<file path="src/rtl/uart_rx_pkg.sv">
// -----------------------------------------------------------------------------
// uart_rx_pkg
// Shared definitions for the UART receiver slice.
//   rx_state_e : receiver FSM states (3-bit encoding)
//   PAR_EVEN / PAR_ODD : values of the Parity_type input
//   maj3       : 2-of-3 majority used by the bit sampler
// -----------------------------------------------------------------------------
package uart_rx_pkg;

    typedef enum logic [2:0] {
        IDLE   = 3'd0,
        START  = 3'd1,
        DATA   = 3'd2,
        PARITY = 3'd3,
        STOP   = 3'd4
    } rx_state_e;

    localparam logic PAR_EVEN = 1'b0;
    localparam logic PAR_ODD  = 1'b1;

    function automatic logic maj3(input logic [2:0] s);
        return (s[0] & s[1]) | (s[0] & s[2]) | (s[1] & s[2]);
    endfunction

endpackage

</file>
<file path="src/rtl/uart_rx_sampler.sv">
// -----------------------------------------------------------------------------
// uart_rx_sampler
// Edge counter and mid-bit majority sampler for the UART receiver.
// Ports:
//   CLK            : oversampling clock
//   Reset          : asynchronous, active-low reset
//   run_i          : 1 while the receiver is inside a frame (counter runs)
//   rx_i           : serial line as seen by the receiver
//   bit_o          : majority of the three mid-bit samples
//   bit_done_o     : last edge-count of the current bit period
//   sample_valid_o : bit_o has just become valid for the current bit
// The counter is held at 0 while run_i is low, so the cycle after the start
// edge is detected is edge count 0 of the start bit.
// -----------------------------------------------------------------------------
module uart_rx_sampler
    import uart_rx_pkg::*;
#(
    parameter int OVERSAMPLE = 8
) (
    input  logic CLK,
    input  logic Reset,
    input  logic run_i,
    input  logic rx_i,
    output logic bit_o,
    output logic bit_done_o,
    output logic sample_valid_o
);

    localparam int M  = OVERSAMPLE / 2;
    localparam int CW = $clog2(OVERSAMPLE);

    // The capture at the end of cycle c is the line value seen when the
    // counter moves to c+1, i.e. the samples belong to edge counts M-1..M+1.
    localparam logic [CW-1:0] CNT_S0   = CW'(M - 2);
    localparam logic [CW-1:0] CNT_S1   = CW'(M - 1);
    localparam logic [CW-1:0] CNT_S2   = CW'(M);
    localparam logic [CW-1:0] CNT_VLD  = CW'(M + 1);
    localparam logic [CW-1:0] CNT_LAST = CW'(OVERSAMPLE - 1);

    logic [CW-1:0] cnt_q, cnt_d;
    logic [2:0]    smp_q, smp_d;

    always_comb begin
        cnt_d = cnt_q;
        smp_d = smp_q;
        if (!run_i) begin
            cnt_d = '0;
        end else begin
            if (cnt_q == CNT_LAST) begin
                cnt_d = '0;
            end else begin
                cnt_d = cnt_q + 1'b1;
            end
            if (cnt_q == CNT_S0) smp_d[0] = rx_i;
            if (cnt_q == CNT_S1) smp_d[1] = rx_i;
            if (cnt_q == CNT_S2) smp_d[2] = rx_i;
        end
    end

    always_ff @(posedge CLK or negedge Reset) begin
        if (!Reset) begin
            cnt_q <= '0;
            smp_q <= 3'b111;
        end else begin
            cnt_q <= cnt_d;
            smp_q <= smp_d;
        end
    end

    assign bit_o          = maj3(smp_q);
    assign bit_done_o     = run_i && (cnt_q == CNT_LAST);
    assign sample_valid_o = run_i && (cnt_q == CNT_VLD);

endmodule

</file>
<file path="src/rtl/uart_rx.sv">
// -----------------------------------------------------------------------------
// uart_rx
// Oversampling UART receiver: start-bit detection, LSB-first deserialisation,
// optional even/odd parity check and stop-bit check.
// Ports:
//   CLK          : receiver clock, OVERSAMPLE x bit rate
//   Reset        : asynchronous, active-low reset
//   Rx_in        : serial line, idle high
//   Parity_EN    : 1 = a parity bit follows the data bits
//   Parity_type  : 0 = even, 1 = odd parity
//   Data_out     : last correctly received word
//   Data_valid   : one-cycle pulse, Data_out updated
//   Parity_error : one-cycle pulse, parity mismatch
//   Stop_error   : one-cycle pulse, stop bit sampled 0
// Build option: define RX_SYNC_EN to pass Rx_in through a 2-flop synchronizer
// (reset value 1); this adds 2 cycles to every latency. Without it Rx_in must
// be synchronous to CLK.
// -----------------------------------------------------------------------------
module uart_rx
    import uart_rx_pkg::*;
#(
    parameter int WIDTH      = 8,
    parameter int OVERSAMPLE = 8
) (
    input  logic             CLK,
    input  logic             Reset,
    input  logic             Rx_in,
    input  logic             Parity_EN,
    input  logic             Parity_type,
    output logic [WIDTH-1:0] Data_out,
    output logic             Data_valid,
    output logic             Parity_error,
    output logic             Stop_error
);

    localparam int BCW = (WIDTH > 1) ? $clog2(WIDTH) : 1;
    localparam logic [BCW-1:0] BIT_LAST = BCW'(WIDTH - 1);

    logic rx_s;

`ifdef RX_SYNC_EN
    logic [1:0] sync_q;

    always_ff @(posedge CLK or negedge Reset) begin
        if (!Reset) begin
            sync_q <= 2'b11;
        end else begin
            sync_q <= {sync_q[0], Rx_in};
        end
    end

    assign rx_s = sync_q[1];
`else
    assign rx_s = Rx_in;
`endif

    rx_state_e        state_q;
    logic [BCW-1:0]   bit_cnt_q;
    logic [WIDTH-1:0] shift_q;
    logic             par_en_q;
    logic             par_type_q;
    logic             par_err_q;

    logic smp_bit;
    logic bit_done;
    logic sample_valid;

    uart_rx_sampler #(
        .OVERSAMPLE(OVERSAMPLE)
    ) u_sampler (
        .CLK           (CLK),
        .Reset         (Reset),
        .run_i         (state_q != IDLE),
        .rx_i          (rx_s),
        .bit_o         (smp_bit),
        .bit_done_o    (bit_done),
        .sample_valid_o(sample_valid)
    );

    always_ff @(posedge CLK or negedge Reset) begin
        if (!Reset) begin
            state_q      <= IDLE;
            bit_cnt_q    <= '0;
            shift_q      <= '0;
            par_en_q     <= 1'b0;
            par_type_q   <= PAR_EVEN;
            par_err_q    <= 1'b0;
            Data_out     <= '0;
            Data_valid   <= 1'b0;
            Parity_error <= 1'b0;
            Stop_error   <= 1'b0;
        end else begin
            Data_valid   <= 1'b0;
            Parity_error <= 1'b0;
            Stop_error   <= 1'b0;
            unique case (state_q)
                IDLE: begin
                    if (!rx_s) begin
                        // Frame configuration is frozen for the whole frame.
                        state_q    <= START;
                        par_en_q   <= Parity_EN;
                        par_type_q <= Parity_type;
                        par_err_q  <= 1'b0;
                        bit_cnt_q  <= '0;
                    end
                end
                START: begin
                    if (bit_done) begin
                        // A high mid-bit sample means the low level was a glitch.
                        state_q   <= smp_bit ? IDLE : DATA;
                        bit_cnt_q <= '0;
                    end
                end
                DATA: begin
                    if (bit_done) begin
                        shift_q[bit_cnt_q] <= smp_bit;
                        if (bit_cnt_q == BIT_LAST) begin
                            state_q <= par_en_q ? PARITY : STOP;
                        end else begin
                            bit_cnt_q <= bit_cnt_q + 1'b1;
                        end
                    end
                end
                PARITY: begin
                    if (bit_done) begin
                        par_err_q <= smp_bit != ((^shift_q) ^ (par_type_q == PAR_ODD));
                        state_q   <= STOP;
                    end
                end
                STOP: begin
                    // Leave at mid-bit so a following start edge is not missed.
                    if (sample_valid) begin
                        Stop_error   <= ~smp_bit;
                        Parity_error <= par_err_q;
                        if (smp_bit && !par_err_q) begin
                            Data_out   <= shift_q;
                            Data_valid <= 1'b1;
                        end
                        state_q <= IDLE;
                    end
                end
                default: state_q <= IDLE;
            endcase
        end
    end

endmodule

</file>
<file path="config.mk">
export PLATFORM = sky130hd
export DESIGN_NAME = uart_rx
export DESIGN_NICKNAME = d
export VERILOG_FILES = /design/src/rtl/uart_rx_pkg.sv /design/src/rtl/uart_rx_sampler.sv /design/src/rtl/uart_rx.sv
export SDC_FILE = /design/constraint.sdc
export NUM_CORES = 1
export LEC_CHECK = 0
export ABC_AREA = 1
export BUFFER_PORTS_ARGS = -buffer_cell sky130_fd_sc_hd__buf_2
export CORE_ASPECT_RATIO = 1.25
export CORE_MARGIN = 3
export CORE_UTILIZATION = 45
export DETAILED_ROUTE_END_ITERATION = 10
export PLACE_DENSITY = 0.69
export SYNTH_ARGS = -nofsm -noshare
export SYNTH_HDL_FRONTEND = slang
export SYNTH_SLANG_ARGS = --single-unit
</file>
<file path="constraint.sdc">
create_clock -name CLK -period 1.89 [get_ports CLK]
set_clock_uncertainty 0.15 [all_clocks]
set_input_delay 0.378 -clock CLK [delete_from_list [all_inputs] [get_ports CLK]]
set_output_delay 0.378 -clock CLK [all_outputs]
set_load 0.02 [all_outputs]
</file>
==> impl_metrics.yaml, run 1 <==
run_status:
  status: "finished clean"
global_routing:
  grt_pass1_wl_um: 6070
  grt_antenna_before_repair: 0
  grt_pass1_vias: 1410
  grt-ovfl-total: 0
  track_usage_pct: 15.7
  grt_max_degree: 19
die:
  die_y_um: 76.8
  num_rows: 25
  core-area_um2: 3820
  die_w_um: 62.6
  initial_core_util_pct: 47.3
  pin_count: 16
  die-area_um2: 4810
setup_path:
  crit_type: "register to register"
  slowest_delay_ns: 0.42
  timing.rr.start: "bit_cnt_q[0]$_DFFE_PN0P_"
  arrival_ns: 1.82
  rr_worst_depth: 7
  end_kind: "register"
  cp_slowest_cell: "dfrtp_1"
  required_ns: 1.95
  cp-start-kind: "register"
  cp_cell_sequence: "ha_1 -> ha_1 -> o21ai_0 -> nand2_1 -> nor3_4 -> nand3_1 -> o21ai_0"
  crit_buf_inv: 0
  critical_path.top_delay_family: "simple AND/OR/NAND/NOR gates"
  r2r-end: "bit_cnt_q[1]$_DFFE_PN0P_"
  crit_fanout: 6
  rrSetupSlack_ns: 0.12
final_layout:
  n_antenna_cell: 0
  nNetsFinal: 263
  final_common_cell: "nand2_1"
  layout.cells.non_filler: 305
  syn2layout_area_growth_pct: 17.5
  drive_gt1_share_pct: 17.5
  fillers: 353
  final_cell_mix: "nand2_1 (63), dfrtp_1 (31), inv_1 (30), nor2_1 (19), a21oi_1 (17)"
clock_tree:
  cts.clk_slew.worst_paths_ns: 0.07
  cts_max_level: 2
  cts_tree: "done"
  clkSinkCount: 34
  clk_latency_ns: 0.29
  cts_setup_buffers: 0
  root_buffer: "clkbuf_8"
  cts_made_buffers: 5
  cts.path.max_buffers: 2
drt:
  totalWireLength_um: 3260
  drc: 0
  wire_per_inst_um: 10.7
  drt_iter0_markers: 61
  ant_nets: 0
  first_pass_iters: 4
  detail_route.vias_per_cell: 4.77
  vias: 1456
placement:
  gp_congestion: 0.835
  io_buffers: 15
  dp_hpwl_um: 2480
  dp.cells: 296
  pre_cts_ws_ns: 0.0341
yosys:
  postSynthAreaPerCell_um2: 8.05
  ys_seq_area_share_pct: 47.4
  syn-num-nets: 237
  ys_types: 24
  synth_area_leaders: "dfrtp_1 (43%), nand2_1 (13%), inv_1 (6.2%), ha_1 (5.5%), a21oi_1 (4.7%)"
  yosysTopAreaCell: "dfrtp_1"
  synth.top_cell.area_share_pct: 43.0
  syn-cell-area_um2: 1800
  ys.warnings.count: 0
  netlist_instances: 224
  ys_ff_latch: 34
power:
  ir_drop_v: 0.000660
  p_per_area_nw_per_um2: 1540
  p_leak_nw: 1.11
sta:
  setup_viol: 0
  worst_slack_ns: 0.122
  relSlewSlack_pct: 71.2
  finalMaxSlewViolations: 0
  hold_viol: 0
  max_slew.worst_pin.slew_ns: 0.432
  max_freq_ghz: 0.566
  period_share_pct: 93.5
  fin_crit_ns: 1.77
job:
  maxCapViolCount: 0
worst_hold_path:
  whs_endpoint: "par_type_q$_DFFE_PN0P_"
  holdCritStartpoint: "Parity_type"
  whs_path_depth: 3
  min_path_type: "input pin to register"
==> flip-flops by register name (all words and copies together), names as in the netlist <==
register,flops
bit_cnt_q,3
Stop_error,1
u_sampler.cnt_q,3
Data_out,8
par_err_q,1
par_en_q,1
u_sampler.smp_q,3
shift_q,8
par_type_q,1
Data_valid,1
state_q,3
Parity_error,1
==> logic make-up (layout without fill, tap and decap cells) <==
| family | after synthesis | in the layout | share of synthesized area (%) |
|---|---|---|---|
| adder cells (fa/ha/maj) | 8 | 8 | 5.55 |
| flip-flops | 34 | 34 | 47.4 |
| AO/OA/AOI/OAI | 40 | 40 | 12.1 |
| multiplexers | 1 | 1 | 0.624 |
| AND/OR/NAND/NOR | 107 | 107 | 26.8 |
| buffers and inverters | 34 | 61 | 7.56 |
==> power by group <==
group          internal (mW)  switching (mW)  total [mW]
Clock                  0.294           0.257       0.551
Combinational          0.556           0.958        1.51
Sequential             0.986           0.218        1.20
Total                   1.84            1.43        3.27
==> through the flow <==
step           setup TNS [ns]  total power [mW]  utilization [%]  hold slack [ns]  area, um2
2_1_floorplan               0              2.28                -          -0.0676       1800
3_3_place_gp                0              2.63             52.2            0.183       1990
3_5_place_dp                0              2.66             52.2            0.192       1990
4_1_cts                     0              3.23             54.9            0.154       2090
5_1_grt                -0.112              3.63             55.5            0.172       2120
6_report                    0              3.27             55.5            0.163       2120
==> cell type report <==
class                           instances  area (um2)  area share [%]
Multi-Input combinational cell        156         838            39.6
Tap cell                               54        67.6            3.19
Sequential cell                        34         855            40.3
Timing Repair Buffer                   21         148            6.97
Clock inverter                          1        5.00           0.236
Clock buffer                            7        86.3            4.07
Inverter                               32         120            5.67
==> worst max-delay path by stage <==
stage | start | end | cells past startpoint
floorplan | bit_cnt_q[0]$_DFFE_PN0P_ | bit_cnt_q[1]$_DFFE_PN0P_ | 7
global placement | u_sampler.cnt_q[0]$_DFF_PN0_ | state_q[1]$_DFFE_PN0P_ | 8
detailed placement | u_sampler.cnt_q[0]$_DFF_PN0_ | state_q[1]$_DFFE_PN0P_ | 8
CTS | u_sampler.cnt_q[0]$_DFF_PN0_ | state_q[1]$_DFFE_PN0P_ | 8
global route | bit_cnt_q[1]$_DFFE_PN0P_ | bit_cnt_q[2]$_DFFE_PN0P_ | 7
finish | bit_cnt_q[0]$_DFFE_PN0P_ | bit_cnt_q[1]$_DFFE_PN0P_ | 7
==> worst register-to-register path, stage by stage (launching register included) <==
cell and delay (ns):
dfrtp_1 0.42, ha_1 0.22, ha_1 0.19, o21ai_0 0.16, nand2_1 0.12, nor3_4 0.25, nand3_1 0.09, o21ai_0 0.08
==> routing by layer <==
metal  routed length, um  global-route usage (%)  share of wire (%)
met2                1570                    26.8                 48
met1                1480                    18.3                 45
met5                   0                       0                  0
met4                  95                    7.51                2.9
met3                 110                    3.95                3.4
==> cells in the mapped netlist, drive strengths merged <==
cell type / count
o21ai: 12
nand4: 2
a31oi: 9
nor2: 22
a22oi: 1
inv: 32
dfstp: 3
nor3: 5
nand3: 15
mux2: 1
nand2: 63
a21oi: 18
buf: 2
dfrtp: 31
ha: 8
==> timing repair <==
item,in CTS,in global routing
resized for setup,0,5
hold buffers,1,0
setup endpoints to repair,0,6
hold endpoints to repair,17,0
Power figures use the tool's default switching activity.
==> inputs of run 2 (changes only) <==
SYNTH_HIERARCHICAL = 1   (was unset)
==> run 2 against run 1 <==
Power decreased by 20%; sequential share of layout area decreased by 1.5 points; synthesized cell count increased by 4.9%; final area increased by 4.0%; via count increased by 4.5%; register-to-register slack about the same; clock power about the same; core utilization increased by 1.3 points; count of clock-buffer cells in the layout unchanged; global-route usage about the same; highest routed layer unchanged.
==> impl_metrics.yaml, run 2 <==
final_layout:
  fin_util_pct: 56.8
  drive_gt1_share_pct: 24.0
  syn2layout_area_growth_pct: 18.6
  n_antenna_cell: 0
  fillers: 373
  nNetsFinal: 279
  reg_top3: "Data_out x8, shift_q x8"
  final_common_cell: "nand2_1"
  final_cell_mix: "nand2_1 (86), dfrtp_1 (31), inv_1 (23), nand3_1 (15), buf_2 (15)"
  layout.cells.non_filler: 321
global_routing:
  grt-busiest-layer: "met2"
  grt_pass1_vias: 1378
  grt_antenna_before_repair: 0
  use_met2_pct: 25.1
  track_usage_pct: 15.6
  grt_pass1_wl_um: 5960
  use_met3_pct: 4.78
  grt-ovfl-total: 0
  grt_max_degree: 35
  grt_use_met1_pct: 18.7
drt:
  wire_per_inst_um: 11.0
  drt_iter0_markers: 59
  drc: 0
  vias: 1521
  first_pass_iters: 4
  detail_route.vias_per_cell: 4.74
  ant_nets: 0
  totalWireLength_um: 3550
clock_tree:
  root_buffer: "clkbuf_8"
  clkSinkCount: 34
  cts.path.max_buffers: 2
  cts_tree: "done"
  cts_made_buffers: 5
  cts.clk_slew.worst_paths_ns: 0.07
  clk_latency_ns: 0.29
  cts_max_level: 2
yosys:
  async_flop_share_pct: 100
  synth_edf_count: 0
  ys.warnings.count: 6
  synthFlopType: "dfrtp_1"
  syn-cell-area_um2: 1860
  yosysMostFrequentCell: "nand2_1"
  ys_seq_area_share_pct: 46.0
  synth_area_leaders: "dfrtp_1 (42%), nand2_1 (17%), ha_1 (5.4%), inv_1 (5.1%), nand3_1 (4.3%)"
  netlist_instances: 235
  ys_top_cells_by_count: "nand2_1 (86), dfrtp_1 (31), inv_1 (25)"
  syn-num-nets: 248
  postSynthAreaPerCell_um2: 7.91
  synth.top_cell.area_share_pct: 41.8
  yosysTopAreaCell: "dfrtp_1"
  ys_ff_latch: 34
  ys_types: 25
setup_path:
  required_ns: 1.91
  cp-start-kind: "register"
  arrival_ns: 1.80
  timing.rr.start: "u_sampler/cnt_q[0]$_DFF_PN0_"
  rrSetupSlack_ns: 0.12
  end_kind: "register"
  r2r-end: "bit_cnt_q[2]$_DFFE_PN0P_"
  rr_worst_depth: 9
  crit_type: "register to register"
  crit_fanout: 4
placement:
  dp.cells: 310
  pre_cts_ws_ns: 0.0114
  dp_hpwl_um: 2600
  gp_congestion: 0.815
  io_buffers: 15
sta:
  worst_slack_ns: 0.115
  max_freq_ghz: 0.563
  period_share_pct: 93.9
  hold_viol: 0
  finalMaxSlewViolations: 0
  setup_viol: 0
  fin_crit_ns: 1.77
  relSlewSlack_pct: 71.6
  max_slew.worst_pin.slew_ns: 0.425
  final.setup.tns_ns: 0
die:
  core-area_um2: 3880
  die_y_um: 77.8
  die_w_um: 63.5
  initial_core_util_pct: 47.9
  num_rows: 25
  pin_count: 16
  die-area_um2: 4940
power:
  ir_drop_v: 0.000711
  p_per_area_nw_per_um2: 1190
  p_leak_nw: 1.11
  total_power_mw: 2.62
run_status:
  status: "finished clean"
worst_hold_path:
  holdCritStartpoint: "Parity_type"
  min_path_type: "input pin to register"
  whs_endpoint: "par_type_q$_DFFE_PN0P_"
  whs_path_depth: 3
job:
  maxCapViolCount: 0
-- run 2: changes by cell type after synthesis, moves of 2 or more --
cell | before | now
nand2_2 | 0 | 3
nand3_1 | 14 | 16
o21ai_2 | 0 | 6
o21ai_1 | 0 | 3
nor2_2 | 1 | 4
nand2_1 | 63 | 86
nor2_1 | 19 | 11
inv_1 | 30 | 25
a31oi_1 | 9 | 0
a21oi_1 | 17 | 8
-- run 2: how the worst max path moves through the flow --
stage | start | endpoint | slack (ns)
4_1_cts | u_sampler/cnt_q[0]$_DFF_PN0_ | bit_cnt_q[1]$_DFFE_PN0P_ | 0.004
3_5_place_dp | u_sampler/cnt_q[0]$_DFF_PN0_ | bit_cnt_q[1]$_DFFE_PN0P_ | 0.01
5_1_grt | state_q[0]$_DFFE_PN0P_ | Data_out[7]$_DFFE_PN0P_ | -0.0007
3_3_place_gp | u_sampler/cnt_q[0]$_DFF_PN0_ | bit_cnt_q[2]$_DFFE_PN0P_ | 0.01
6_report | u_sampler/cnt_q[0]$_DFF_PN0_ | bit_cnt_q[2]$_DFFE_PN0P_ | 0.12
2_1_floorplan | state_q[0]$_DFFE_PN0P_ | Data_out[2]$_DFFE_PN0P_ | 0.1
-- run 2: routing by layer --
layer | vias up | part of all wire [%]
met3 | 8 | 3.9
li1 | 806 | -
met1 | 677 | 47
met4 | 0 | 2.4
met5 | - | 0
met2 | 30 | 47
-- run 2: stage by stage --
step           hold slack (ns)  area, um2
3_5_place_dp             0.283       2050
5_1_grt                  0.170       2200
3_3_place_gp             0.283       2050
6_report                 0.155       2200
4_1_cts                  0.150       2160
2_1_floorplan          -0.0676       1860
-- run 2: timing repair --
action                                  in CTS  in global routing
buffers inserted                             0                  2
pin swaps                                    0                  1
endpoints found under the setup margin       3                  8
hold endpoints to repair                    31                  0
hold buffers                                 1                  0
gates resized for setup                      3                  8
-- run 2: cell families after synthesis --
family	Yosys count	share of synthesized area, %
AO/OA/AOI/OAI	30	9.29
flip-flops	34	46.0
XOR/XNOR	2	0.943
AND/OR/NAND/NOR	131	31.4
buffers and inverters	30	7.00
adder cells (fa/ha/maj)	8	5.39
-- run 2: area by class of cell --
class                   instances  area (um2)  share of cell area, %
clock inverters                 1        5.00                  0.227
flip-flops and latches         34         855                   38.8
well taps                      54        67.6                   3.07
inverters                      28         108                   4.88
repair buffers                 26         173                   7.84
clock buffers                   7        86.3                   3.92
multi-input cells             171         910                   41.3
-- run 2: power by group --
part | leakage, nW | switching [mW] | internal [mW]
logic | 0.609 | 0.676 | 0.402
registers | 0.456 | 0.119 | 0.876
clock network | 0.0482 | 0.255 | 0.293
-- run 2: critical path, cell delays in order, from the launching register on --
cell and delay, ns:
dfrtp_1 0.41, ha_2 0.23, ha_4 0.15, nand2_1 0.06, inv_1 0.10, inv_2 0.07
nand2_1 0.10, nand3_2 0.12, a21oi_2 0.17, o21ai_0 0.10
==> inputs of run 3 (changes only) <==
--- a/config.mk
+++ b/config.mk
@@ -9,2 +9,3 @@
 export BUFFER_PORTS_ARGS = -buffer_cell sky130_fd_sc_hd__buf_2
+export CAP_MARGIN = 20
 export CORE_ASPECT_RATIO = 1.25
==> constraint.sdc (replaced) <==
create_clock -name CLK -period 1.89 [get_ports CLK]
set_clock_uncertainty 0.15 [all_clocks]
set_input_delay 0.0945 -clock CLK [delete_from_list [all_inputs] [get_ports CLK]]
set_output_delay 0.0945 -clock CLK [all_outputs]
set_load 0.02 [all_outputs]
==> run 3 against run 2 <==
Worst hold slack improved by 0.11 ns; register-to-register slack improved by 0.03 ns; global-route usage decreased by 0.22 points; first-iteration DRC count increased by 39%; clock power increased by 13%; sequential cell count unchanged; combinational power about the same; sequential power decreased by 2.0%; critical path depth increased by 4; final area increased by 1.2%.
==> impl_metrics.yaml, run 3 (same netlist as run 2, synthesis figures left out) <==
job:
  maxCapViolCount: 0
global_routing:
  grt_max_degree: 35
  grt_antenna_before_repair: 0
  track_usage_pct: 15.4
  grt_pass1_wl_um: 5990
  grt-ovfl-total: 0
  grt_pass1_vias: 1393
clock_tree:
  clkSinkCount: 34
  cts.path.max_buffers: 2
  cts.clk_slew.worst_paths_ns: 0.07
  cts_max_level: 2
  cts_tree: "done"
  clk_latency_ns: 0.29
  root_buffer: "clkbuf_8"
  cts_made_buffers: 5
sta:
  max_freq_ghz: 0.573
  setup_viol: 0
  finalMaxSlewViolations: 0
  relSlewSlack_pct: 50.1
  period_share_pct: 92.4
  max_slew.worst_pin.slew_ns: 0.748
  hold_viol: 0
  fin_crit_ns: 1.75
die:
  initial_core_util_pct: 47.9
  pin_count: 16
  core-area_um2: 3880
  die_y_um: 77.8
  num_rows: 25
  die_w_um: 63.5
  die-area_um2: 4940
setup_path:
  timing.rr.start: "state_q[1]$_DFFE_PN0P_"
  arrival_ns: 1.81
  crit_type: "register to register"
  end_kind: "register"
  rrSetupSlack_ns: 0.14
  rr_worst_depth: 13
  r2r-end: "state_q[1]$_DFFE_PN0P_"
  cp-start-kind: "register"
  required_ns: 1.95
  crit_fanout: 9
final_layout:
  reg_top3: "Data_out x8, shift_q x8"
  final_common_cell: "nand2_1"
  n_antenna_cell: 0
  drive_gt1_share_pct: 23.0
  syn2layout_area_growth_pct: 20.0
  layout.cells.non_filler: 323
  nNetsFinal: 281
  final_cell_mix: "nand2_1 (86), dfrtp_1 (31), inv_1 (24), nand3_1 (15), buf_2 (15)"
run_status:
  status: "finished clean"
power:
  total_power_mw: 2.68
  p_per_area_nw_per_um2: 1200
  ir_drop_v: 0.000616
  p_leak_nw: 1.13
drt:
  detail_route.vias_per_cell: 4.65
  first_pass_iters: 4
  drt_iter0_markers: 82
  vias: 1503
  drc: 0
  ant_nets: 0
  totalWireLength_um: 3480
  wire_per_inst_um: 10.8
worst_hold_path:
  min_path_type: "input pin to asynchronous set/reset pin"
placement:
  dp_hpwl_um: 2600
  dp.cells: 309
  gp_congestion: 0.816
  io_buffers: 15
## run 3: cell count changes in the layout (fill, tap and decap cells not counted)
cell           previous run  this run
nor2_2                    3         4
dlygate4sd3_1             1         4
clkinv_2                  1         0
clkbuf_1                  1         0
ha_4                      1         0
inv_4                     1         2
buf_4                     9         8
clkbuf_8                  6         8
ha_1                      6         7
inv_1                    23        24
inv_2                     4         2
nor2_4                    5         4
## run 3: layer usage
layer	vias to the layer above	wire [um]	GRT usage, %
met1	666	1680	19.0
met4	0	39	6.48
met5	-	0	0
met2	20	1640	25.5
met3	5	121	3.91
li1	812	-	-
## run 3: critical path: stages (launching register included)
cell	delay, ns
dfrtp_1	0.39
nor2_2	0.17
inv_2	0.08
nor2_4	0.12
inv_4	0.08
nand2_1	0.09
inv_1	0.06
inv_1	0.12
nand3_1	0.10
nand2_1	0.08
nor2_1	0.04
nand2_2	0.09
nand2_1	0.06
o21ai_1	0.06
## run 3: where the power goes
group          internal (mW)  total (mW)  switching (mW)
registers              0.876       0.975          0.0998
clock network          0.368       0.621           0.254
logic                  0.400        1.08           0.681
## run 3: repair_timing
action                                  CTS  global route
hold endpoints to repair                 36             0
pin swaps                                 0             1
hold buffers                              4             0
endpoints found under the setup margin    3             6
gates resized for setup                   3             5
setup buffers                             0             2
## run 3: stage by stage
step | area (um2) | setup TNS [ns] | worst slack, ns | hold slack, ns | utilization, %
2_1_floorplan | 1860 | 0 | 0.0985 | -0.351 | -
3_3_place_gp | 2040 | 0 | 0.0164 | 0.0564 | 52.7
3_5_place_dp | 2040 | 0 | 0.0108 | 0.0548 | 52.7
4_1_cts | 2200 | 0 | 0.000678 | 0.286 | 56.7
5_1_grt | 2230 | -0.00125 | -0.00125 | 0.322 | 57.5
6_report | 2230 | 0 | 0.144 | 0.262 | 57.5
## run 3: area by class of cell
type,instances,area (um2)
multi-input combinational,171,892
timing repair buffer,28,195
tap,54,67.6
fill,376,1650
inverter,28,110
sequential,34,855
clock buffer,8,110
## run 3: how the worst max path moves through the flow
stage | from | to | slack [ns] | cells after the start
finish | state_q[1]$_DFFE_PN0P_ | state_q[1]$_DFFE_PN0P_ | 0.14 | 13
global route | state_q[1]$_DFFE_PN0P_ | state_q[1]$_DFFE_PN0P_ | -0.001 | 13
CTS | u_sampler/cnt_q[0]$_DFF_PN0_ | bit_cnt_q[1]$_DFFE_PN0P_ | 0.0007 | 9
detailed placement | u_sampler/cnt_q[0]$_DFF_PN0_ | bit_cnt_q[1]$_DFFE_PN0P_ | 0.01 | 9
global placement | u_sampler/cnt_q[0]$_DFF_PN0_ | bit_cnt_q[2]$_DFFE_PN0P_ | 0.02 | 9
floorplan | state_q[0]$_DFFE_PN0P_ | Data_out[2]$_DFFE_PN0P_ | 0.1 | 13
